**config.mk**
```make
export PLATFORM = sky130hd
export DESIGN_NAME = jb_oran_lphy_rst_seq_flat
export DESIGN_NICKNAME = d
export VERILOG_FILES = /design/src/rtl/jb_oran_lphy_seq_pkg.sv /design/src/rtl/jb_oran_lphy_rst_seq_if.sv /design/src/rtl/jb_oran_lphy_rr_arb2.sv /design/src/rtl/jb_oran_lphy_rst_seq.sv /design/src/flat_wrapper.sv
export SDC_FILE = /design/constraint.sdc
export NUM_CORES = 1
export LEC_CHECK = 0
export BUFFER_PORTS_ARGS = -buffer_cell sky130_fd_sc_hd__buf_2
export CORE_MARGIN = 10
export CORE_UTILIZATION = 58
export DETAILED_ROUTE_END_ITERATION = 6
export GPL_ROUTABILITY_DRIVEN = 1
export PLACE_DENSITY_LB_ADDON = 0.1
export SETUP_SLACK_MARGIN = 0.3
export SLEW_MARGIN = 0
export SYNTH_ARGS = -nofsm -noshare
export SYNTH_HDL_FRONTEND = slang
export SYNTH_SLANG_ARGS = --single-unit
```
**constraint.sdc**
```tcl
create_clock -name clk -period 2.5 [get_ports clk]
set_input_delay 0.25 -clock clk [delete_from_list [all_inputs] [get_ports clk]]
set_output_delay 0.25 -clock clk [all_outputs]
set_load 0.1 [all_outputs]
```
**src/rtl/jb_oran_lphy_seq_pkg.sv**
```systemverilog
// rtl/jb_oran_lphy_seq_pkg.sv - shared types for the low-PHY reset sequencer
package jb_oran_lphy_seq_pkg;

    typedef enum logic [2:0] {
        IDLE     = 3'd0,
        WAIT_BND = 3'd1,
        CLEAR    = 3'd2,
        RESET    = 3'd3,
        SETTLE   = 3'd4,
        DONE     = 3'd5
    } seq_state_e;

    typedef enum logic {
        UL    = 1'b0,
        PRACH = 1'b1
    } seq_path_e;

    // Bit position of a path inside the {prach, ul} pending vector
    function automatic logic [1:0] path_bit(seq_path_e p);
        return (p == UL) ? 2'b01 : 2'b10;
    endfunction

endpackage

```
**src/rtl/jb_oran_lphy_rst_seq_if.sv**
```systemverilog
// rtl/jb_oran_lphy_rst_seq_if.sv - low-PHY control clear/reset fields
interface jb_oran_lphy_rst_seq_if;

    logic ul_lphy_oran_clear;
    logic ul_lphy_oran_fifo_reset;
    logic prach_oran_clear;
    logic prach_oran_fifo_reset;
    logic lphy_oran_dbg_clear;

    modport master (
        output ul_lphy_oran_clear,
        output ul_lphy_oran_fifo_reset,
        output prach_oran_clear,
        output prach_oran_fifo_reset,
        output lphy_oran_dbg_clear
    );

    modport slave (
        input ul_lphy_oran_clear,
        input ul_lphy_oran_fifo_reset,
        input prach_oran_clear,
        input prach_oran_fifo_reset,
        input lphy_oran_dbg_clear
    );

endinterface

```
**src/rtl/jb_oran_lphy_rr_arb2.sv**
```systemverilog
// rtl/jb_oran_lphy_rr_arb2.sv - two-way round-robin arbiter for UL/PRACH requests
module jb_oran_lphy_rr_arb2
    import jb_oran_lphy_seq_pkg::*;
(
    input  logic       clk,
    input  logic       rst,
    input  logic [1:0] req,
    input  logic       accept,
    output logic       gnt_valid,
    output seq_path_e  gnt_path
);

    seq_path_e last_q;
    seq_path_e last_d;

    // On a tie the path not served last wins; PRACH at reset lets UL win first
    always_comb begin
        gnt_valid = |req;
        gnt_path  = UL;
        if (req == 2'b11) begin
            gnt_path = (last_q == UL) ? PRACH : UL;
        end else if (req[1]) begin
            gnt_path = PRACH;
        end
        last_d = (accept && gnt_valid) ? gnt_path : last_q;
    end

    always_ff @(posedge clk or posedge rst) begin
        if (rst) begin
            last_q <= PRACH;
        end else begin
            last_q <= last_d;
        end
    end

endmodule

```
**src/rtl/jb_oran_lphy_rst_seq.sv**
```systemverilog
// rtl/jb_oran_lphy_rst_seq.sv - symbol-aligned clear/FIFO-reset sequencer for UL and PRACH
module jb_oran_lphy_rst_seq
    import jb_oran_lphy_seq_pkg::*;
#(
    parameter int RST_CYCLES    = 16,
    parameter int SETTLE_CYCLES = 8,
    parameter int BND_TIMEOUT   = 65535,
    parameter int CNT_W         = 16
) (
    input  logic                          clk,
    input  logic                          rst,
    input  logic                          ul_req,
    input  logic                          prach_req,
    input  logic                          dbg_clear_req,
    input  logic                          sym_strobe,
    jb_oran_lphy_rst_seq_if.master        ctrl,
    output logic                          ul_busy,
    output logic                          prach_busy,
    output logic                          ul_done,
    output logic                          prach_done,
    output logic                          bnd_timeout_err
);

    localparam logic [CNT_W-1:0] BND_LAST = CNT_W'(BND_TIMEOUT - 1);
    localparam logic [CNT_W-1:0] RST_LAST = CNT_W'(RST_CYCLES - 1);
    localparam logic [CNT_W-1:0] SET_LAST = CNT_W'((SETTLE_CYCLES == 0) ? 0 : SETTLE_CYCLES - 1);
    localparam logic [CNT_W-1:0] CNT_ONE  = {{(CNT_W-1){1'b0}}, 1'b1};

    seq_state_e       state_q, state_d;
    seq_path_e        sel_q, sel_d;
    logic [CNT_W-1:0] cnt_q, cnt_d;
    logic [1:0]       pend_q, pend_d;
    logic             err_q, err_d;

    logic ul_clr_q, ul_clr_d, ul_fr_q, ul_fr_d, ul_done_q, ul_done_d, ul_busy_q, ul_busy_d;
    logic pr_clr_q, pr_clr_d, pr_fr_q, pr_fr_d, pr_done_q, pr_done_d, pr_busy_q, pr_busy_d;
    logic dbg_q, dbg_d;

    logic      arb_accept;
    logic      gnt_valid;
    seq_path_e gnt_path;

    jb_oran_lphy_rr_arb2 u_arb (
        .clk       (clk),
        .rst       (rst),
        .req       (pend_q),
        .accept    (arb_accept),
        .gnt_valid (gnt_valid),
        .gnt_path  (gnt_path)
    );

    always_ff @(posedge clk or posedge rst) begin
        if (rst) begin
            state_q   <= IDLE;
            sel_q     <= UL;
            cnt_q     <= '0;
            pend_q    <= '0;
            err_q     <= 1'b0;
            ul_clr_q  <= 1'b0;
            ul_fr_q   <= 1'b0;
            ul_done_q <= 1'b0;
            ul_busy_q <= 1'b0;
            pr_clr_q  <= 1'b0;
            pr_fr_q   <= 1'b0;
            pr_done_q <= 1'b0;
            pr_busy_q <= 1'b0;
            dbg_q     <= 1'b0;
        end else begin
            state_q   <= state_d;
            sel_q     <= sel_d;
            cnt_q     <= cnt_d;
            pend_q    <= pend_d;
            err_q     <= err_d;
            ul_clr_q  <= ul_clr_d;
            ul_fr_q   <= ul_fr_d;
            ul_done_q <= ul_done_d;
            ul_busy_q <= ul_busy_d;
            pr_clr_q  <= pr_clr_d;
            pr_fr_q   <= pr_fr_d;
            pr_done_q <= pr_done_d;
            pr_busy_q <= pr_busy_d;
            dbg_q     <= dbg_d;
        end
    end

    // DONE arbitrates like IDLE so a queued path starts WAIT_BND right after
    always_comb begin
        state_d    = state_q;
        sel_d      = sel_q;
        cnt_d      = cnt_q;
        err_d      = err_q;
        arb_accept = 1'b0;
        case (state_q)
            IDLE, DONE: begin
                state_d = IDLE;
                if (gnt_valid) begin
                    arb_accept = 1'b1;
                    sel_d      = gnt_path;
                    cnt_d      = '0;
                    state_d    = WAIT_BND;
                end
            end
            WAIT_BND: begin
                if (sym_strobe) begin
                    state_d = CLEAR;
                end else if (cnt_q == BND_LAST) begin
                    err_d   = 1'b1;
                    state_d = CLEAR;
                end else begin
                    cnt_d = cnt_q + CNT_ONE;
                end
            end
            CLEAR: begin
                cnt_d   = '0;
                state_d = RESET;
            end
            RESET: begin
                if (cnt_q == RST_LAST) begin
                    cnt_d   = '0;
                    state_d = (SETTLE_CYCLES == 0) ? DONE : SETTLE;
                end else begin
                    cnt_d = cnt_q + CNT_ONE;
                end
            end
            SETTLE: begin
                if (cnt_q == SET_LAST) begin
                    state_d = DONE;
                end else begin
                    cnt_d = cnt_q + CNT_ONE;
                end
            end
            default: state_d = IDLE;
        endcase
        pend_d = (pend_q & ~(arb_accept ? path_bit(gnt_path) : 2'b00)) | {prach_req, ul_req};
    end

    // Outputs decode the next state so every control leaves a flop
    always_comb begin
        ul_clr_d  = (state_d == CLEAR)  && (sel_d == UL);
        ul_fr_d   = (state_d == RESET)  && (sel_d == UL);
        ul_done_d = (state_d == DONE)   && (sel_d == UL);
        ul_busy_d = pend_d[0] || ((state_d != IDLE) && (sel_d == UL));
        pr_clr_d  = (state_d == CLEAR)  && (sel_d == PRACH);
        pr_fr_d   = (state_d == RESET)  && (sel_d == PRACH);
        pr_done_d = (state_d == DONE)   && (sel_d == PRACH);
        pr_busy_d = pend_d[1] || ((state_d != IDLE) && (sel_d == PRACH));
        dbg_d     = dbg_clear_req;
    end

    assign ctrl.ul_lphy_oran_clear      = ul_clr_q;
    assign ctrl.ul_lphy_oran_fifo_reset = ul_fr_q;
    assign ctrl.prach_oran_clear        = pr_clr_q;
    assign ctrl.prach_oran_fifo_reset   = pr_fr_q;
    assign ctrl.lphy_oran_dbg_clear     = dbg_q;
    assign ul_busy                      = ul_busy_q;
    assign prach_busy                   = pr_busy_q;
    assign ul_done                      = ul_done_q;
    assign prach_done                   = pr_done_q;
    assign bnd_timeout_err              = err_q;

endmodule

```
**src/flat_wrapper.sv**
```systemverilog
// flat-port wrapper written by rule: the top's interface ports become plain ports
module jb_oran_lphy_rst_seq_flat import jb_oran_lphy_seq_pkg::*;
#(
    parameter int RST_CYCLES    = 16,
    parameter int SETTLE_CYCLES = 8,
    parameter int BND_TIMEOUT   = 65535,
    parameter int CNT_W         = 16
)
  (clk, rst, ul_req, prach_req, dbg_clear_req, sym_strobe, ul_busy, prach_busy, ul_done, prach_done, bnd_timeout_err, ctrl_ul_lphy_oran_clear, ctrl_ul_lphy_oran_fifo_reset, ctrl_prach_oran_clear, ctrl_prach_oran_fifo_reset, ctrl_lphy_oran_dbg_clear);
  jb_oran_lphy_rst_seq_if ctrl_i ();
  input  logic clk;
  input  logic rst;
  input  logic ul_req;
  input  logic prach_req;
  input  logic dbg_clear_req;
  input  logic sym_strobe;
  output logic ul_busy;
  output logic prach_busy;
  output logic ul_done;
  output logic prach_done;
  output logic bnd_timeout_err;
  output wire logic [$bits(ctrl_i.ul_lphy_oran_clear)-1:0] ctrl_ul_lphy_oran_clear;
  output wire logic [$bits(ctrl_i.ul_lphy_oran_fifo_reset)-1:0] ctrl_ul_lphy_oran_fifo_reset;
  output wire logic [$bits(ctrl_i.prach_oran_clear)-1:0] ctrl_prach_oran_clear;
  output wire logic [$bits(ctrl_i.prach_oran_fifo_reset)-1:0] ctrl_prach_oran_fifo_reset;
  output wire logic [$bits(ctrl_i.lphy_oran_dbg_clear)-1:0] ctrl_lphy_oran_dbg_clear;
  assign ctrl_ul_lphy_oran_clear = ctrl_i.ul_lphy_oran_clear;
  assign ctrl_ul_lphy_oran_fifo_reset = ctrl_i.ul_lphy_oran_fifo_reset;
  assign ctrl_prach_oran_clear = ctrl_i.prach_oran_clear;
  assign ctrl_prach_oran_fifo_reset = ctrl_i.prach_oran_fifo_reset;
  assign ctrl_lphy_oran_dbg_clear = ctrl_i.lphy_oran_dbg_clear;
  jb_oran_lphy_rst_seq #(.RST_CYCLES(RST_CYCLES), .SETTLE_CYCLES(SETTLE_CYCLES), .BND_TIMEOUT(BND_TIMEOUT), .CNT_W(CNT_W)) u_core (.clk(clk), .rst(rst), .ul_req(ul_req), .prach_req(prach_req), .dbg_clear_req(dbg_clear_req), .sym_strobe(sym_strobe), .ctrl(ctrl_i), .ul_busy(ul_busy), .prach_busy(prach_busy), .ul_done(ul_done), .prach_done(prach_done), .bnd_timeout_err(bnd_timeout_err));
endmodule
```
==> impl_metrics.prom <==
# TYPE chip_impl_metric gauge
chip_impl_info{name="result_of_the_run",value="finished clean"} 1
chip_impl_metric{name="finish.cell_count_without_fillers",unit=""} 234
chip_impl_metric{name="synth_cell_types",unit=""} 40
chip_impl_metric{name="number_of_flip_flops_under_the_largest_register_name",unit=""} 16
chip_impl_metric{name="global_route_wire_length_before_repair",unit="um"} 6400
chip_impl_metric{name="cts.path.max_buffers",unit=""} 2
chip_impl_metric{name="clkTransAtPathRegs",unit="ps"} 110
chip_impl_metric{name="power_report.internal_total",unit="W"} 0.000960
chip_impl_info{name="yosys_most_used_dff",value="sky130_fd_sc_hd__dfrtp_1"} 1
chip_impl_metric{name="fraction_of_the_mapped_netlist_area_in_compound_gates",unit="%"} 17.5
chip_impl_metric{name="synth_edf_count",unit=""} 0
chip_impl_metric{name="post-route-period-util",unit="%"} 84.3
chip_impl_info{name="crit_path_cell_trace",value="inv_1 > ha_1 > nand4_1 > nor2_1 > a211o_4 > or4_1 > a21oi_1"} 1
chip_impl_metric{name="ys_ff_latch",unit=""} 33
chip_impl_metric{name="seq_power_share",unit="%"} 42.4
chip_impl_metric{name="remaining_drc_errors",unit=""} 0
chip_impl_metric{name="start_util",unit="%"} 61.6
chip_impl_metric{name="cp_data_required_time",unit="ps"} 2760
chip_impl_info{name="rsz_0062_raised_after_global_routing",value="true"} 1
chip_impl_metric{name="detailed_place.area",unit="sq mm"} 0.00180
chip_impl_metric{name="placed_cells_incl_taps",unit=""} 219
chip_impl_metric{name="period_minus_slack",unit="ps"} 2110
chip_impl_metric{name="detail_route.wl_per_cell",unit="um"} 17.9
chip_impl_metric{name="synth.yosys.warnings",unit=""} 0
chip_impl_metric{name="fin_worst_skew",unit="ps"} 9.04
chip_impl_metric{name="hold_viol_final",unit=""} 0
chip_impl_metric{name="number_of_vias_after_detailed_routing",unit=""} 1535
chip_impl_metric{name="design.final.nets",unit=""} 210
chip_impl_info{name="largest_register",value="u_core.cnt_q"} 1
chip_impl_metric{name="netlist_area",unit="sq mm"} 0.00173
chip_impl_metric{name="core_area",unit="sq mm"} 0.00281
chip_impl_metric{name="grt_pass1_vias",unit=""} 1359
chip_impl_metric{name="syn_avg_cell_area",unit="sq um"} 9.70
chip_impl_metric{name="setup_viol_count_final",unit=""} 0
chip_impl_metric{name="gr-total-overflow",unit=""} 0
chip_impl_metric{name="critPathMaxFanout",unit=""} 12
chip_impl_info{name="ys_top_cells_by_count",value="32 x sky130_fd_sc_hd__dfrtp_1, 19 x sky130_fd_sc_hd__nor2_1, 17 x sky130_fd_sc_hd__nand2_1"} 1
chip_impl_metric{name="globalRouteTotalUtil",unit="%"} 14.9
chip_impl_info{name="ys_top_cells_by_area",value="sky130_fd_sc_hd__dfrtp_1 46%, sky130_fd_sc_hd__o31ai_1 5.2%, sky130_fd_sc_hd__or4_1 4.8%, sky130_fd_sc_hd__nor2_1 4.1%, sky130_fd_sc_hd__a21oi_1 3.8%"} 1
chip_impl_metric{name="maxSlewViolCount",unit=""} 0
chip_impl_metric{name="clock.fmax",unit="MHz"} 475
chip_impl_metric{name="power_per_cell_area",unit="mW/mm^2"} 888
chip_impl_metric{name="remaining_max_slew_budget_at_the_tightest_pin",unit="%"} 49.1
chip_impl_metric{name="synth_largest_type_area_fraction",unit="%"} 46.4
chip_impl_metric{name="clock_tree.htree_level_count",unit=""} 2
chip_impl_metric{name="total_clock_buffers_created_by_cts",unit=""} 5
chip_impl_metric{name="proportion_of_layout_cells_with_a_drive_suffix_above_1",unit="%"} 21.2
chip_impl_metric{name="yosys.area_share.adder",unit="%"} 1.45
chip_impl_metric{name="maxCapViolCount",unit=""} 0
chip_impl_metric{name="grt_antenna_before_repair",unit=""} 0
chip_impl_metric{name="utilization_of_the_core_after_routing",unit="%"} 69.8
chip_impl_metric{name="die_h",unit="um"} 74.6
chip_impl_info{name="timing_worst_setup_path_type",value="reg2reg"} 1
chip_impl_metric{name="postSynth.asyncResetShare",unit="%"} 100
chip_impl_metric{name="worstRegToRegCells",unit=""} 7
chip_impl_metric{name="port_buffers",unit=""} 15
chip_impl_metric{name="ys_seq_area_share",unit="%"} 47.9
chip_impl_metric{name="insertion_delay",unit="ps"} 340
chip_impl_metric{name="clkPwrFrac",unit="%"} 17.1
chip_impl_metric{name="worst-slew-pin-transition",unit="ps"} 763
chip_impl_metric{name="gpl.final_weighted_congestion",unit=""} 0.914
chip_impl_metric{name="cts_num_sinks",unit=""} 33
chip_impl_metric{name="synthCells",unit=""} 178
chip_impl_metric{name="hpwlAfterDp",unit="um"} 2770
chip_impl_metric{name="synth_simple_gate_area_share",unit="%"} 25.3
chip_impl_metric{name="total_switching_power",unit="W"} 0.000780
chip_impl_info{name="worst_setup_path_end_kind",value="flip-flop"} 1
chip_impl_metric{name="fin_tns_setup",unit="ps"} 0
chip_impl_metric{name="top_level_ports",unit=""} 16
chip_impl_metric{name="maximum_number_of_pins_on_one_net_before_global_route_repair",unit=""} 24
chip_impl_metric{name="detailedRoute.firstPassIterationCount",unit=""} 4
chip_impl_info{name="layout_top_registers",value="u_core.cnt_q: 16 flops, u_core.state_q: 3 flops, u_core.pend_q: 2 flops"} 1
chip_impl_metric{name="sw_frac_of_total",unit="%"} 44.8
chip_impl_metric{name="max_stage_delay",unit="ps"} 520
chip_impl_metric{name="area_delta_synth_final",unit="%"} 13.5
chip_impl_metric{name="floorplan.die.width",unit="um"} 74.6
chip_impl_metric{name="p_comb_share",unit="%"} 40.4
chip_impl_info{name="yosys.area.top_type",value="sky130_fd_sc_hd__dfrtp_1"} 1
chip_impl_metric{name="antenna_cells_inserted",unit=""} 0
chip_impl_info{name="synth_top_family_by_area",value="simple AND/OR/NAND/NOR gates"} 1
chip_impl_info{name="cts_root_buffer",value="sky130_fd_sc_hd__clkbuf_4"} 1
chip_impl_metric{name="yosys-mux-area-fraction",unit="%"} 1.30
chip_impl_info{name="yosys.cell_count.top_type",value="sky130_fd_sc_hd__dfrtp_1"} 1
chip_impl_metric{name="initial_drc_count",unit=""} 195
chip_impl_metric{name="viasPerCell",unit=""} 6.56
chip_impl_metric{name="synthesis.nets",unit=""} 186
chip_impl_info{name="critical-path-slowest-cell",value="sky130_fd_sc_hd__or4_1"} 1
chip_impl_info{name="cts_tree",value="built"} 1
chip_impl_metric{name="finalHoldWorstSlack",unit="ps"} 22.7
chip_impl_info{name="hold_path_class",value="in2async"} 1
chip_impl_metric{name="dieArea",unit="sq mm"} 0.00556
chip_impl_metric{name="crit_arrival",unit="ps"} 2370
chip_impl_metric{name="routed_wl",unit="um"} 4190
chip_impl_metric{name="leakagePower",unit="nW"} 0.861
chip_impl_metric{name="worst_voltage_drop_across_the_vdd_grid",unit="uV"} 498
chip_impl_metric{name="ant_nets",unit=""} 0
chip_impl_metric{name="fin_area",unit="sq mm"} 0.00196
chip_impl_metric{name="post_synth_xor_area_fraction",unit="%"} 1.52
chip_impl_metric{name="rows",unit=""} 19
chip_impl_info{name="setup.worst_path.start_class",value="flip-flop"} 1
==> cell families (layout without fill, tap and decap cells) <==
family | count (synthesis) | after routing
adders and majority gates | 2 | 2
xor gates and xnor gates | 3 | 3
AOI/OAI and AO/OA | 43 | 44
and+or+nand+nor | 80 | 80
muxes | 2 | 2
buffers and inverters | 15 | 39
DFF | 33 | 33
==> layout make-up <==
cell class / instances / area (sq um)
multi-input cells: 131 / 870
fillers: 219 / 846
flip-flops and latches: 33 / 828
repair buffers: 23 / 138
well taps: 31 / 38.8
clock buffers: 5 / 37.5
inverters: 8 / 30.0
clock inverters: 3 / 17.5
==> per-layer routing <==
layer | GRT usage [%] | wire length [um]
met1 | 19.5 | 1850
met2 | 21.6 | 1980
met3 | 4.92 | 313
met4 | 7.56 | 52
met5 | 0 | 0
==> layout by cell type, fill, tap and decap left out, drive strengths merged, types with 2 or more instances in the layout <==
cell type  instances
a22o               2
buf               22
nand3              7
nand2             17
nor3               9
inv                8
clkbuf             5
o21bai             3
a21o               4
ha                 2
dfrtp             32
o31ai             12
a211o              3
nor2              19
nand4              5
mux2               2
nor4b              4
xnor2              2
or4               11
a21oi             13
nor4               2
o21ai              2
clkinv             2
==> critical path, delay by kind of cell, from the launching register on <==
family,cells,cell delay (ps)
and+or+nand+nor,3,800
AOI/OAI and AO/OA,2,560
DFF,1,410
adders and majority gates,1,200
buffers and inverters,1,70
==> through the flow <==
stage	total power, W	setup slack (ps)
6_report	0.00174	394
5_1_grt	0.00184	277
4_1_cts	0.00169	297
3_5_place_dp	0.00134	113
3_3_place_gp	0.00132	289
2_1_floorplan	0.00124	379
==> repair_timing <==
action | 4_1_cts | 5_1_grt
buffers inserted | 3 | 2
endpoints found under the setup margin | 11 | 12
cloned | 0 | 1
endpoints found under the hold margin | 0 | 1
resized for setup | 5 | 5
hold buffers | 0 | 1
pin swaps | 0 | 2
==> final timing paths <==
| path | end | startpoint | slack, ps |
|---|---|---|---|
| setup / recovery | u_core.cnt_q[15] | u_core.cnt_q[0] | 390 |
| hold / removal | u_core.cnt_q[5] | rst | 20 |
| setup reg to reg | u_core.cnt_q[15] | u_core.cnt_q[0] | 390 |
| hold reg to reg | u_core.bnd_timeout_err | u_core.bnd_timeout_err | 470 |
| max in group asynchronous | u_core.state_q[2] | rst | 1800 |
| min in group clk | u_core.pend_q[0] | ul_req | 110 |
==> power groups by stage <==
| stage | registers [W] | clock network, W | logic [W] |
|---|---|---|---|
| after floorplan | 0.000874 | 0 | 0.000362 |
| after global placement | 0.000735 | 0 | 0.000581 |
| after detailed placement | 0.000743 | 0 | 0.000596 |
| after CTS | 0.000730 | 0.000301 | 0.000654 |
| after global routing | 0.000752 | 0.000330 | 0.000760 |
| final | 0.000738 | 0.000298 | 0.000704 |
Power figures use the tool's default switching activity.
